<file path="src/rtl/my_alu1.sv">
// my_alu1 -- 16-bit registered arithmetic/logic unit.
//
// Applies one of eight operations to two 16-bit operands and a carry/fill
// bit, and registers the result together with zero/negative status flags
// on the rising clock edge (one-cycle latency, one operation per cycle).
//
// Ports:
//   clk  in   1   rising-edge clock
//   rst  in   1   asynchronous, active-high reset
//   inA  in   16  operand A
//   inB  in   16  operand B
//   inC  in   1   carry-in for ADD/SUB, fill bit for SHL/SHR
//   opc  in   3   operation select
//   w    out  16  registered result
//   zer  out  1   registered zero flag (w == 0)
//   neg  out  1   registered negative flag (w[15])
//
// Build option:
//   MYALU1_SAT_EN  when defined, ADD and SUB clamp to the signed 16-bit range
//                  (7FFF / 8000) instead of wrapping modulo 2^16.

module my_alu1 (
    input  logic        clk,
    input  logic        rst,
    input  logic [15:0] inA,
    input  logic [15:0] inB,
    input  logic        inC,
    input  logic [2:0]  opc,
    output logic [15:0] w,
    output logic        zer,
    output logic        neg
);

    typedef enum logic [2:0] {
        OP_ADD = 3'b000,
        OP_SUB = 3'b001,
        OP_AND = 3'b010,
        OP_OR  = 3'b011,
        OP_XOR = 3'b100,
        OP_NOT = 3'b101,
        OP_SHL = 3'b110,
        OP_SHR = 3'b111
    } opcode_e;

    logic [15:0] result_q, result_d;
    logic        zero_q, zero_d;
    logic        negFlag_q, negFlag_d;

    logic [15:0] addResult;
    logic [15:0] subResult;

`ifdef MYALU1_SAT_EN
    // Sign-extend to 18 bits so the exact signed sum/difference (including
    // the carry) fits; bits [17:15] disagreeing means the value left the
    // signed 16-bit range, and bit 17 tells which side it left on.
    logic [17:0] addWide;
    logic [17:0] subWide;

    function automatic logic [15:0] satClamp(input logic [17:0] v);
        if (v[17:15] == 3'b000 || v[17:15] == 3'b111) begin
            return v[15:0];
        end else if (!v[17]) begin
            return 16'h7FFF;
        end else begin
            return 16'h8000;
        end
    endfunction

    always_comb begin
        addWide   = {{2{inA[15]}}, inA} + {{2{inB[15]}}, inB} + {17'd0, inC};
        subWide   = {{2{inA[15]}}, inA} - {{2{inB[15]}}, inB} - {17'd0, inC};
        addResult = satClamp(addWide);
        subResult = satClamp(subWide);
    end
`else
    // Plain modulo-2^16 arithmetic; subtraction is A + ~B + ~inC, which
    // equals A - B - inC in two's complement.
    always_comb begin
        addResult = inA + inB + {15'd0, inC};
        subResult = inA + ~inB + {15'd0, ~inC};
    end
`endif

    // Result select; flags are derived from the selected value so they
    // always agree with what lands in w.
    always_comb begin
        result_d = 16'h0000;
        case (opcode_e'(opc))
            OP_ADD:  result_d = addResult;
            OP_SUB:  result_d = subResult;
            OP_AND:  result_d = inA & inB;
            OP_OR:   result_d = inA | inB;
            OP_XOR:  result_d = inA ^ inB;
            OP_NOT:  result_d = ~inA;
            OP_SHL:  result_d = {inA[14:0], inC};
            OP_SHR:  result_d = {inC, inA[15:1]};
            default: result_d = 16'h0000;
        endcase
        zero_d    = (result_d == 16'h0000);
        negFlag_d = result_d[15];
    end

    always_ff @(posedge clk or posedge rst) begin
        if (rst) begin
            result_q  <= 16'h0000;
            zero_q    <= 1'b1;
            negFlag_q <= 1'b0;
        end else begin
            result_q  <= result_d;
            zero_q    <= zero_d;
            negFlag_q <= negFlag_d;
        end
    end

    assign w   = result_q;
    assign zer = zero_q;
    assign neg = negFlag_q;

endmodule

</file>
<file path="config.mk">
export PLATFORM = sky130hd
export DESIGN_NAME = my_alu1
export DESIGN_NICKNAME = d
export VERILOG_FILES = /design/src/rtl/my_alu1.sv
export SDC_FILE = /design/constraint.sdc
export NUM_CORES = 1
export LEC_CHECK = 0
export CAP_MARGIN = 5
export CORE_MARGIN = 2
export CORE_UTILIZATION = 56
export DETAILED_ROUTE_END_ITERATION = 10
export PLACE_DENSITY = 0.83
export SLEW_MARGIN = 0
export SYNTH_ARGS = -nofsm -noshare
export SYNTH_HDL_FRONTEND = slang
export SYNTH_SLANG_ARGS = --single-unit
</file>
<file path="constraint.sdc">
create_clock -name clk -period 0.8 [get_ports clk]
set_input_delay 0.12 -clock clk [delete_from_list [all_inputs] [get_ports clk]]
set_output_delay 0.12 -clock clk [all_outputs]
set_load 0.005 [all_outputs]
</file>
==> flow_metrics.env, run 1 <==
export IMPL_status="did not finish"
export IMPL_haltStage="4_1_cts"
export IMPL_error="[ERROR DPL-0033] detailed placement checks failed during check placement."
export IMPL_pre_cts_ws_ps=-3519
export IMPL_async_flop_share_pct=100.0
export IMPL_synth_warnings=0
export IMPL_die_h_um=81.89
export IMPL_synthAdderAreaFrac_pct=19.30
export IMPL_synth_seq_cells=17
export IMPL_synth_compound_area_share_pct=30.98
export IMPL_synth_top_family_by_area="compound AO/OA/AOI/OAI gates"
export IMPL_yosys_top_cells_area="ha_1 17%, dfrtp_1 12%, a21oi_1 5.9%"
export IMPL_io_pins=56
export IMPL_dp_cells=707
export IMPL_synth_distinct_cells=75
export IMPL_clock_path_buffers=2
export IMPL_synth_flop_cell="dfrtp_1"
export IMPL_synth_most_common_cell="inv_1"
export IMPL_cts_hold_buf=0
export IMPL_std_cell_rows=28
export IMPL_synth_top_cell_by_area="ha_1"
export IMPL_synth_mux_area_share_pct=7.993
export IMPL_avgSynthCellArea_sq_um=7.532
export IMPL_synth_xor_area_share_pct=1.031
export IMPL_die_w_um=81.89
export IMPL_synth_nets=539
export IMPL_cts_buffers=3
export IMPL_syn_inst=451
export IMPL_start_util_pct=57.72
export IMPL_place_congestion=1.088
export IMPL_cts_setup_buffers=29
export IMPL_yosys_area_share_simple_pct=18.86
export IMPL_portBuffers=55
export IMPL_cts_resized=212
export IMPL_yosys_area_top_type_share_pct=16.94
export IMPL_clock_sinks=17
export IMPL_h_tree_depth=1
export IMPL_synthTopCellsByCount="48 x inv_1, 46 x ha_1, 40 x a21oi_1"
export IMPL_seq_area_frac_synth_pct=12.56
export IMPL_syn_cell_area_sq_um=3397
export IMPL_synth_edff_count=0
export IMPL_dp_hpwl_um=11920
export IMPL_root_buffer="clkbuf_8"
-- per-stage QoR --
stage | cell area [sq um] | setup TNS (ps) | hold WS [ps]
floorplan | 3637 | -18800 | 45.34
global placement | 5314 | -37360 | 444.5
detailed placement | 5314 | -40010 | 446.2
-- kinds of logic after synthesis --
family,count (synthesis)
buf+inv,78
compound gates,156
simple gates,129
fa+ha+maj,50
flops,17
xor+xnor,4
mux,17
==> run 2: changes to the inputs <==
CORE_UTILIZATION = 40   (was 56)
PLACE_DENSITY = unset   (was 0.83)
PLACE_DENSITY_LB_ADDON = 0.15   (was unset)
==> run 2 against run 1 <==
The flow now finishes, with violations (setup timing). Area after synthesis did not move. Synthesized cell count did not move.
==> flow_metrics.env, run 2 <==
export IMPL_h_tree_depth=1
export IMPL_yosys_top_cells_area="ha_1 17%, dfrtp_1 12%, a21oi_1 5.9%"
export IMPL_fin_area_sq_um=6081
export IMPL_relSlewSlack_pct=68.87
export IMPL_cp_arrival_ps=3700
export IMPL_drc=0
export IMPL_cp_top_family="simple AND/OR/NAND/NOR gates"
export IMPL_synth_flop_cell="dfrtp_1"
export IMPL_grt_setup_unrepaired="yes"
export IMPL_hold_viol=0
export IMPL_synth_nets=539
export IMPL_viasPerCell=5.550
export IMPL_wl_per_cell_um=16.64
export IMPL_antenna_found_initial=0
export IMPL_crit_slowest_cell="or4_1"
export IMPL_drt_initial_drc_count=221
export IMPL_synthTopCellsByCount="48 x inv_1, 46 x ha_1, 40 x a21oi_1"
export IMPL_drv_slew=0
export IMPL_start_util_pct=41.34
export IMPL_final_cell_mix="169 x buf_4, 37 x ha_1, 35 x inv_1"
export IMPL_critical_path_required_ps=970
export IMPL_grt_pass1_vias=4153
export IMPL_core_area_sq_um=8217
export IMPL_leakage_uw=0.002860
export IMPL_antenna_left=0
export IMPL_crit_path_start_kind="input pin"
export IMPL_violations="setup timing"
export IMPL_syn_inst=451
export IMPL_cts_hold_buf=0
export IMPL_ir_drop_mv=0.5260
export IMPL_crit_chain="buf_8 > fa_2 > fa_2 > a211oi_4 > o2111ai_1 > o41ai_4 > o41ai_2 > or4_1 > or4_1 > or4_1 > or4_1 > nor4_2"
export IMPL_cts_buffers=3
export IMPL_cp_depth=12
export IMPL_path_common_cell="or4_1"
export IMPL_tightestPinTransition_ps=462.7
export IMPL_synth_edff_count=0
export IMPL_largest_reg_flops=15
export IMPL_place_congestion=0.9546
export IMPL_die_h_um=96.16
export IMPL_die_w_um=96.16
export IMPL_grt_pass1_wl_um=19960
export IMPL_hp_class="input pin to asynchronous set/reset pin"
export IMPL_max_cap_violations=0
export IMPL_yosys_area_top_type_share_pct=16.94
export IMPL_track_usage_pct=27.37
export IMPL_synth_warnings=0
export IMPL_routed_wl_um=13030
export IMPL_finalPower_uw=5954
export IMPL_seq_area_frac_synth_pct=12.56
export IMPL_pre_cts_ws_ps=-3511
export IMPL_max_freq_mhz=283.4
export IMPL_gr_total_overflow=0
export IMPL_status="complete, but fails checks"
export IMPL_portBuffers=55
export IMPL_vias=4346
export IMPL_wl_met3_um=857
export IMPL_grt_max_degree=23
export IMPL_crit_type="input pin to flip-flop"
export IMPL_n_antenna_cell=0
export IMPL_finalSetupViolCount=35
export IMPL_io_pins=56
export IMPL_worst_path_buf_inv=1
export IMPL_async_flop_share_pct=100.0
export IMPL_final_layout_size_suffix_gt1_share_pct=48.23
export IMPL_root_buffer="clkbuf_8"
export IMPL_final_nets=767
export IMPL_highest_layer="met4"
export IMPL_dr_wl_met2_um=6207
export IMPL_synth_distinct_cells=75
export IMPL_area_delta_synth_final_pct=79.01
export IMPL_slowest_delay_ps=480
export IMPL_finalCritPeriodShare_pct=441.1
export IMPL_worstSetupEndpointType="flip-flop"
export IMPL_critical_path_max_fanout=3
export IMPL_synth_seq_cells=17
export IMPL_path_clk_slew_ps=60
export IMPL_dp_hpwl_um=9806
export IMPL_synth_most_common_cell="inv_1"
export IMPL_synth_top_cell_by_area="ha_1"
export IMPL_std_cell_rows=33
export IMPL_clock_sinks=17
export IMPL_place_area_sq_um=5487
export IMPL_crit_end="zer"
export IMPL_clock_path_buffers=2
export IMPL_die_area_sq_um=9246
export IMPL_fin_crit_ps=3529
export IMPL_final_common_cell="buf_4"
export IMPL_wl_met1_um=5755
export IMPL_worstSetupStartpoint="inB[0]"
export IMPL_syn_cell_area_sq_um=3397
export IMPL_cts_tree="done"
export IMPL_fin_ws_ps=-2729
export IMPL_dr_pass1_iters=4
export IMPL_avgSynthCellArea_sq_um=7.532
export IMPL_p_per_area_nw_per_um2=979.1
[run 2: cell counts after synthesis]
Identical to the previous run, type by type.
[run 2: cells by family after synthesis]
group           synth area share [%]
simple gates                   18.86
flops                          12.56
mux                            7.993
xor+xnor                       1.031
buf+inv                        9.282
compound gates                 30.98
fa+ha+maj                      19.30
[run 2: per-layer routing]
layer,vias to the layer above,global-route usage (%)
met5,-,0
met4,0,5.833
met3,22,3.289
met2,180,46.06
met1,2046,37.45
li1,2098,-
[run 2: worst min path at each step]
stage          startpoint  endpoint
3_5_place_dp          rst      w[9]
2_1_floorplan         rst       neg
6_report              rst      w[9]
3_3_place_gp          rst      w[7]
5_1_grt               rst      w[9]
4_1_cts               rst      w[9]
[run 2: layout make-up]
class | instances | area [sq um]
Inverter | 49 | 246.5
Tap cell | 105 | 131.4
Clock buffer | 3 | 41.29
Sequential cell | 17 | 426.7
Multi-Input combinational cell | 356 | 3149
Timing Repair Buffer | 252 | 2081
Clock inverter | 1 | 5.005
Fill cell | 647 | 2136
[run 2: report_power, final]
part / switching, uW / leakage [uW] / internal, uW
sequential: 32.4 / 0.000199 / 989
clock: 290 / 0.0000255 / 346
combinational: 2000 / 0.00264 / 2300
total: 2320 / 0.00286 / 3630
[run 2: per-stage QoR]
stage               cells  hold slack, ps  setup TNS, ps  util [%]
floorplan             451           45.34         -18800         -
global placement      755           340.2         -38240     66.77
detailed placement    755           341.7         -39690     66.77
CTS                   775           71.82         -24620     70.61
global route          783           98.67         -27700     74.01
finish                783           66.16         -25980     74.01
[run 2: repair_timing]
action,CTS,global route
setup endpoints to repair,35,35
resized for setup,187,50
buffers inserted,18,15
pin swaps,36,32
Note: power is estimated with default switching activity, not from simulation.
==> run 3: changes to the inputs <==
CORE_MARGIN = 8   (was 2)
==> run 3 against run 2 <==
The run still ends with setup timing left. Largest power group unchanged. Largest cell class unchanged. Non-clock buffer count unchanged. First-iteration DRC count increased by 16%. Clock power decreased by 1%. Global-route usage decreased by 5.3 points. Sequential share of layout area increased by 0.24 points. Die area increased by 27%. Final cell count unchanged.
==> flow_metrics.env, run 3 (synthesis results as in run 2) <==
export IMPL_grt_setup_unrepaired="yes"
export IMPL_area_delta_synth_final_pct=73.15
export IMPL_hp_class="input pin to asynchronous set/reset pin"
export IMPL_h_tree_depth=1
export IMPL_drv_slew=0
export IMPL_place_congestion=0.9514
export IMPL_tightestPinTransition_ps=450.2
export IMPL_track_usage_pct=22.06
export IMPL_n_antenna_cell=0
export IMPL_fin_crit_ps=3517
export IMPL_grt_pass1_wl_um=21170
export IMPL_finalCritPeriodShare_pct=439.7
export IMPL_die_area_sq_um=11700
export IMPL_status="complete, but fails checks"
export IMPL_wl_met3_um=848
export IMPL_ir_drop_mv=0.5481
export IMPL_std_cell_rows=33
export IMPL_critical_path_max_fanout=3
export IMPL_leakage_uw=0.002798
export IMPL_io_pins=56
export IMPL_drc=0
export IMPL_comb_power_share_pct=71.0
export IMPL_viasPerCell=5.520
export IMPL_cp_arrival_ps=3680
export IMPL_final_common_cell="buf_4"
export IMPL_crit_type="input pin to flip-flop"
export IMPL_cts_tree="done"
export IMPL_core_area_sq_um=8217
export IMPL_slowest_delay_ps=470
export IMPL_antenna_left=0
export IMPL_grt_max_degree=26
export IMPL_vias=4322
export IMPL_die_w_um=108.2
export IMPL_wl_per_cell_um=16.92
export IMPL_final_nets=767
export IMPL_switching_share_pct=39.31
export IMPL_pre_cts_ws_ps=-3482
export IMPL_path_clk_slew_ps=60
export IMPL_largest_reg_flops=15
export IMPL_worstSetupEndpointType="flip-flop"
export IMPL_power_frac_clock_pct=11.0
export IMPL_routed_wl_um=13250
export IMPL_dr_pass1_iters=5
export IMPL_relSlewSlack_pct=69.73
export IMPL_fin_ws_ps=-2717
export IMPL_max_cap_violations=0
export IMPL_dr_wl_met2_um=6306
export IMPL_gr_total_overflow=0
export IMPL_highest_layer="met4"
export IMPL_final_cell_mix="175 x buf_4, 38 x ha_1, 35 x a21oi_1"
export IMPL_die_h_um=108.2
export IMPL_finalSetupTns_ps=-28980
export IMPL_worst_path_buf_inv=5
export IMPL_crit_chain="buf_8 > buf_6 > inv_12 > fa_2 > inv_2 > fa_2 > nand2b_1 > buf_4 > a21o_1 > mux2i_1 > o41ai_2 > or4_1 > or4_1 > or4_1 > or4_1 > nor4_2"
export IMPL_path_common_cell="or4_1"
export IMPL_p_int_uw=3464
export IMPL_drt_initial_drc_count=256
export IMPL_cp_top_family="simple AND/OR/NAND/NOR gates"
export IMPL_cts_buffers=3
export IMPL_crit_path_start_kind="input pin"
export IMPL_cp_depth=16
export IMPL_wl_met1_um=5784
export IMPL_hold_viol=0
export IMPL_power_net_switching_uw=2243
export IMPL_root_buffer="clkbuf_8"
export IMPL_crit_slowest_cell="or4_1"
export IMPL_antenna_found_initial=0
export IMPL_grt_pass1_vias=4212
export IMPL_violations="setup timing"
export IMPL_dp_hpwl_um=10510
export IMPL_pwr_share_seq_pct=18.0
export IMPL_p_per_area_nw_per_um2=970.3
export IMPL_clock_sinks=17
export IMPL_portBuffers=55
export IMPL_critical_path_required_ps=960
export IMPL_max_freq_mhz=284.3
export IMPL_finalPower_uw=5707
export IMPL_final_layout_size_suffix_gt1_share_pct=46.17
export IMPL_clock_path_buffers=2
export IMPL_finalSetupViolCount=35
export IMPL_start_util_pct=41.34
-- run 3: cell count changes in the layout (fill, tap and decap cells not counted), moves of 3 or more --
| cell | delta |
|---|---|
| buf_4 | +6 |
| inv_2 | +4 |
| dlygate4sd2_1 | +3 |
| buf_6 | -5 |
| buf_12 | -4 |
-- run 3: worst max path at each step --
stage               slack, ps   to  startpoint
floorplan               -2620  zer      inA[0]
global placement        -3370  zer      inA[0]
detailed placement      -3480  zer      inA[0]
CTS                     -2680  zer      inA[0]
global route            -2870  zer      inA[0]
finish                  -2720  zer      inA[0]
-- run 3: layer usage --
layer,global-route usage [%],vias up
li1,-,2109
met1,29.28,2009
met2,37.10,171
met3,2.261,33
met4,5.847,0
met5,0,-
-- run 3: power groups by stage --
stage / Clock (uW) / Combinational, uW / Sequential (uW)
finish: 629 / 4050 / 1020
global route: 679 / 4370 / 1040
CTS: 643 / 3860 / 1030
detailed placement: 0 / 3670 / 1050
global placement: 0 / 3590 / 1040
floorplan: 0 / 1750 / 1060
-- run 3: final cells by class --
class                      count  area, sq um
fill                         680         2335
inverter                      49        234.0
timing repair buffer         252         2007
sequential                    17        426.7
tap                          105        131.4
clock inverter                 1        5.005
clock buffer                   3        41.29
multi-input combinational    356         3037
-- run 3: timing repair --
item / in CTS / in global routing
endpoints found under the setup margin: 35 / 35
hold buffers: 0 / 0
hold endpoints to repair: 0 / 0
pin swaps: 27 / 28
setup buffers: 19 / 10
resized for setup: 164 / 23
gates cloned: 0 / 0
-- run 3: metrics by stage --
| stage | hold WS, ps | area (sq um) | utilization, % | std cells |
|---|---|---|---|---|
| 2_1_floorplan | 45.34 | 3637 | - | 451 |
| 3_3_place_gp | 323.1 | 5469 | 66.56 | 756 |
| 3_5_place_dp | 344.2 | 5469 | 66.56 | 756 |
| 4_1_cts | 73.75 | 5757 | 70.06 | 778 |
| 5_1_grt | 99.49 | 5882 | 71.59 | 783 |
| 6_report | 73.17 | 5882 | 71.59 | 783 |
==> edit (settings of run 2) <==
Register the output `w` once more; this adds one clock of latency there. The other outputs are not delayed to match. Comments in the files are not updated.
--- a/src/rtl/my_alu1.sv
+++ b/src/rtl/my_alu1.sv
@@ -112,7 +112,9 @@
         end
     end
 
-    assign w   = result_q;
+    always_ff @(posedge clk) begin
+        w <= result_q;
+    end
     assign zer = zero_q;
     assign neg = negFlag_q;
 
Formal check against the unedited RTL: not equivalent (Yosys sat finds a counterexample within 4 cycles, from zero or initial values and one cycle with rst high).
==> edit against run 2 <==
Die area is 8.8% higher; cell area rose by 6.5%; routed wire length grew 8.6%; the run still ends with negative setup slack left; area after synthesis increased by 9.2%; sequential cell count rose by 16; setup slack improved by 10 ps; power up 25%; non-clock buffer count is 6 lower.
==> edit: results (changes against run 2) <==
* Outcome: complete, but fails checks
* Failing checks: negative setup slack
* Hold Crit Class: primary input to async pin
* First-pass GRT wire length at 21.8 mm (+9.4%)
* Post-Syn Nets at 554 (+2.8%)
* Largest net degree at the start of global routing at 24 (+4.3%)
* Placed Instances at 769 (+1.9%)
* Final Instance Count excl. Fillers at 803 (+2.6%)
* Synth Area in Adders at 0.177 (-0.0163)
* Worst-Margin Slew at 490 ps (+27.2 ps)
* Cts bufs inserted at 5 (+2)
* Detail Placement HPWL at 10.3 mm (+4.7%)
* H-tree lvl count at 2 (+1)
* Clk_skew at 5.18 ps
* Vias in the first global route at 4341 (+4.5%)
* Place WS at -3450 ps (+65.0 ps)
* Arrival @ worst endpoint at 3710 ps (about the same)
* Fin Setup TNS at -24300 ps (+1680 ps)
* Fraction of synthesized area in multiplexers at 0.0732 (-0.00674)
* Share of synthesized registers carrying an async set or reset at 0.515 (-0.485)
* GP Congestion at 0.951 (-0.39%)
* Crit path max fanout at 2 (-1)
* Compound-Gate Fraction of Synth Area at 0.284 (-0.0261)
* DR vias at 4535 (+4.3%)
* WL/cell at 17.6 µm (+5.9%)
* Global Route Usage Sum at 0.273 (-0.000688)
* Final setup vio count at 35 (unchanged)
* Top cells by area, synth: ha_1, dfrtp_1, dfxtp_1, a21oi_1, inv_1
* Filler cells at 707 (+9.3%)
* Ys flop type: dfxtp_1
* Final-stage net count at 779 (+1.6%)
* Sequential area share after synthesis at 0.201 (+0.0758)
* Share of cells above drive strength 1 at 0.488 (+0.00614)
* Initial DRT Pass Iterations at 5 (+1)
* VDD IR max at 0.000754 V (+43%)
* Leak at 0.00301 µW (+5.2%)
* Final setup margin at -2720 ps (+10.2 ps)
* DR iter-0 viols at 360 (+63%)
-- edit: cell count changes after synthesis, sizes merged --
cell / run 2 / this run
buf: 13 / 12
dfxtp: 0 / 16
-- edit: stage by stage --
step                instance area (µm²)  hold WS, ps
floorplan                          3950         45.3
global placement                   5750          324
detailed placement                 5750          328
CTS                                6200          169
global route                       6470          174
finish                             6470          164
-- edit: path summary, 6_finish.rpt --
kind,from,endpoint,slack (ps),depth (start not counted)
hold reg to reg,result_q[6],w[6],340,0
setup / recovery,inA[0],zer,-2720,13
max in group asynchronous,rst,zer,430,3
hold / removal,rst,result_q[9],160,3
min in group clk,result_q[6],w[6],340,0
setup reg to reg,neg,w[15],200,1
-- edit: where the power goes --
part | switching, µW | total, µW | internal, µW
combinational | 2070 | 4310 | 2240
clock | 569 | 1170 | 601
sequential | 63.5 | 1990 | 1930
-- edit: layout make-up --
| class | count | area, µm² | share of cell area |
|---|---|---|---|
| Clock inverter | 2 | 10.0 | 0.00155 |
| Multi-Input combinational cell | 356 | 3210 | 0.495 |
| Timing Repair Buffer | 246 | 2060 | 0.318 |
| Inverter | 49 | 236 | 0.0365 |
| Tap cell | 111 | 139 | 0.0215 |
| Sequential cell | 33 | 752 | 0.116 |
| Clock buffer | 6 | 72.6 | 0.0112 |
-- edit: repair_timing --
item,4_1_cts,5_1_grt
gates cloned,2,0
pin swaps,36,32
resized for setup,186,60
setup endpoints to repair,35,35
buffers inserted,23,13
endpoints found under the hold margin,0,0
-- edit: per-layer routing --
layer / global-route usage / wire [µm] / vias to the layer above
li1: - / - / 2146
met1: 0.374 / 6110 / 2170
met2: 0.471 / 6870 / 193
met3: 0.0237 / 895 / 26
met4: 0.0558 / 278 / 0
met5: 0 / 0 / -
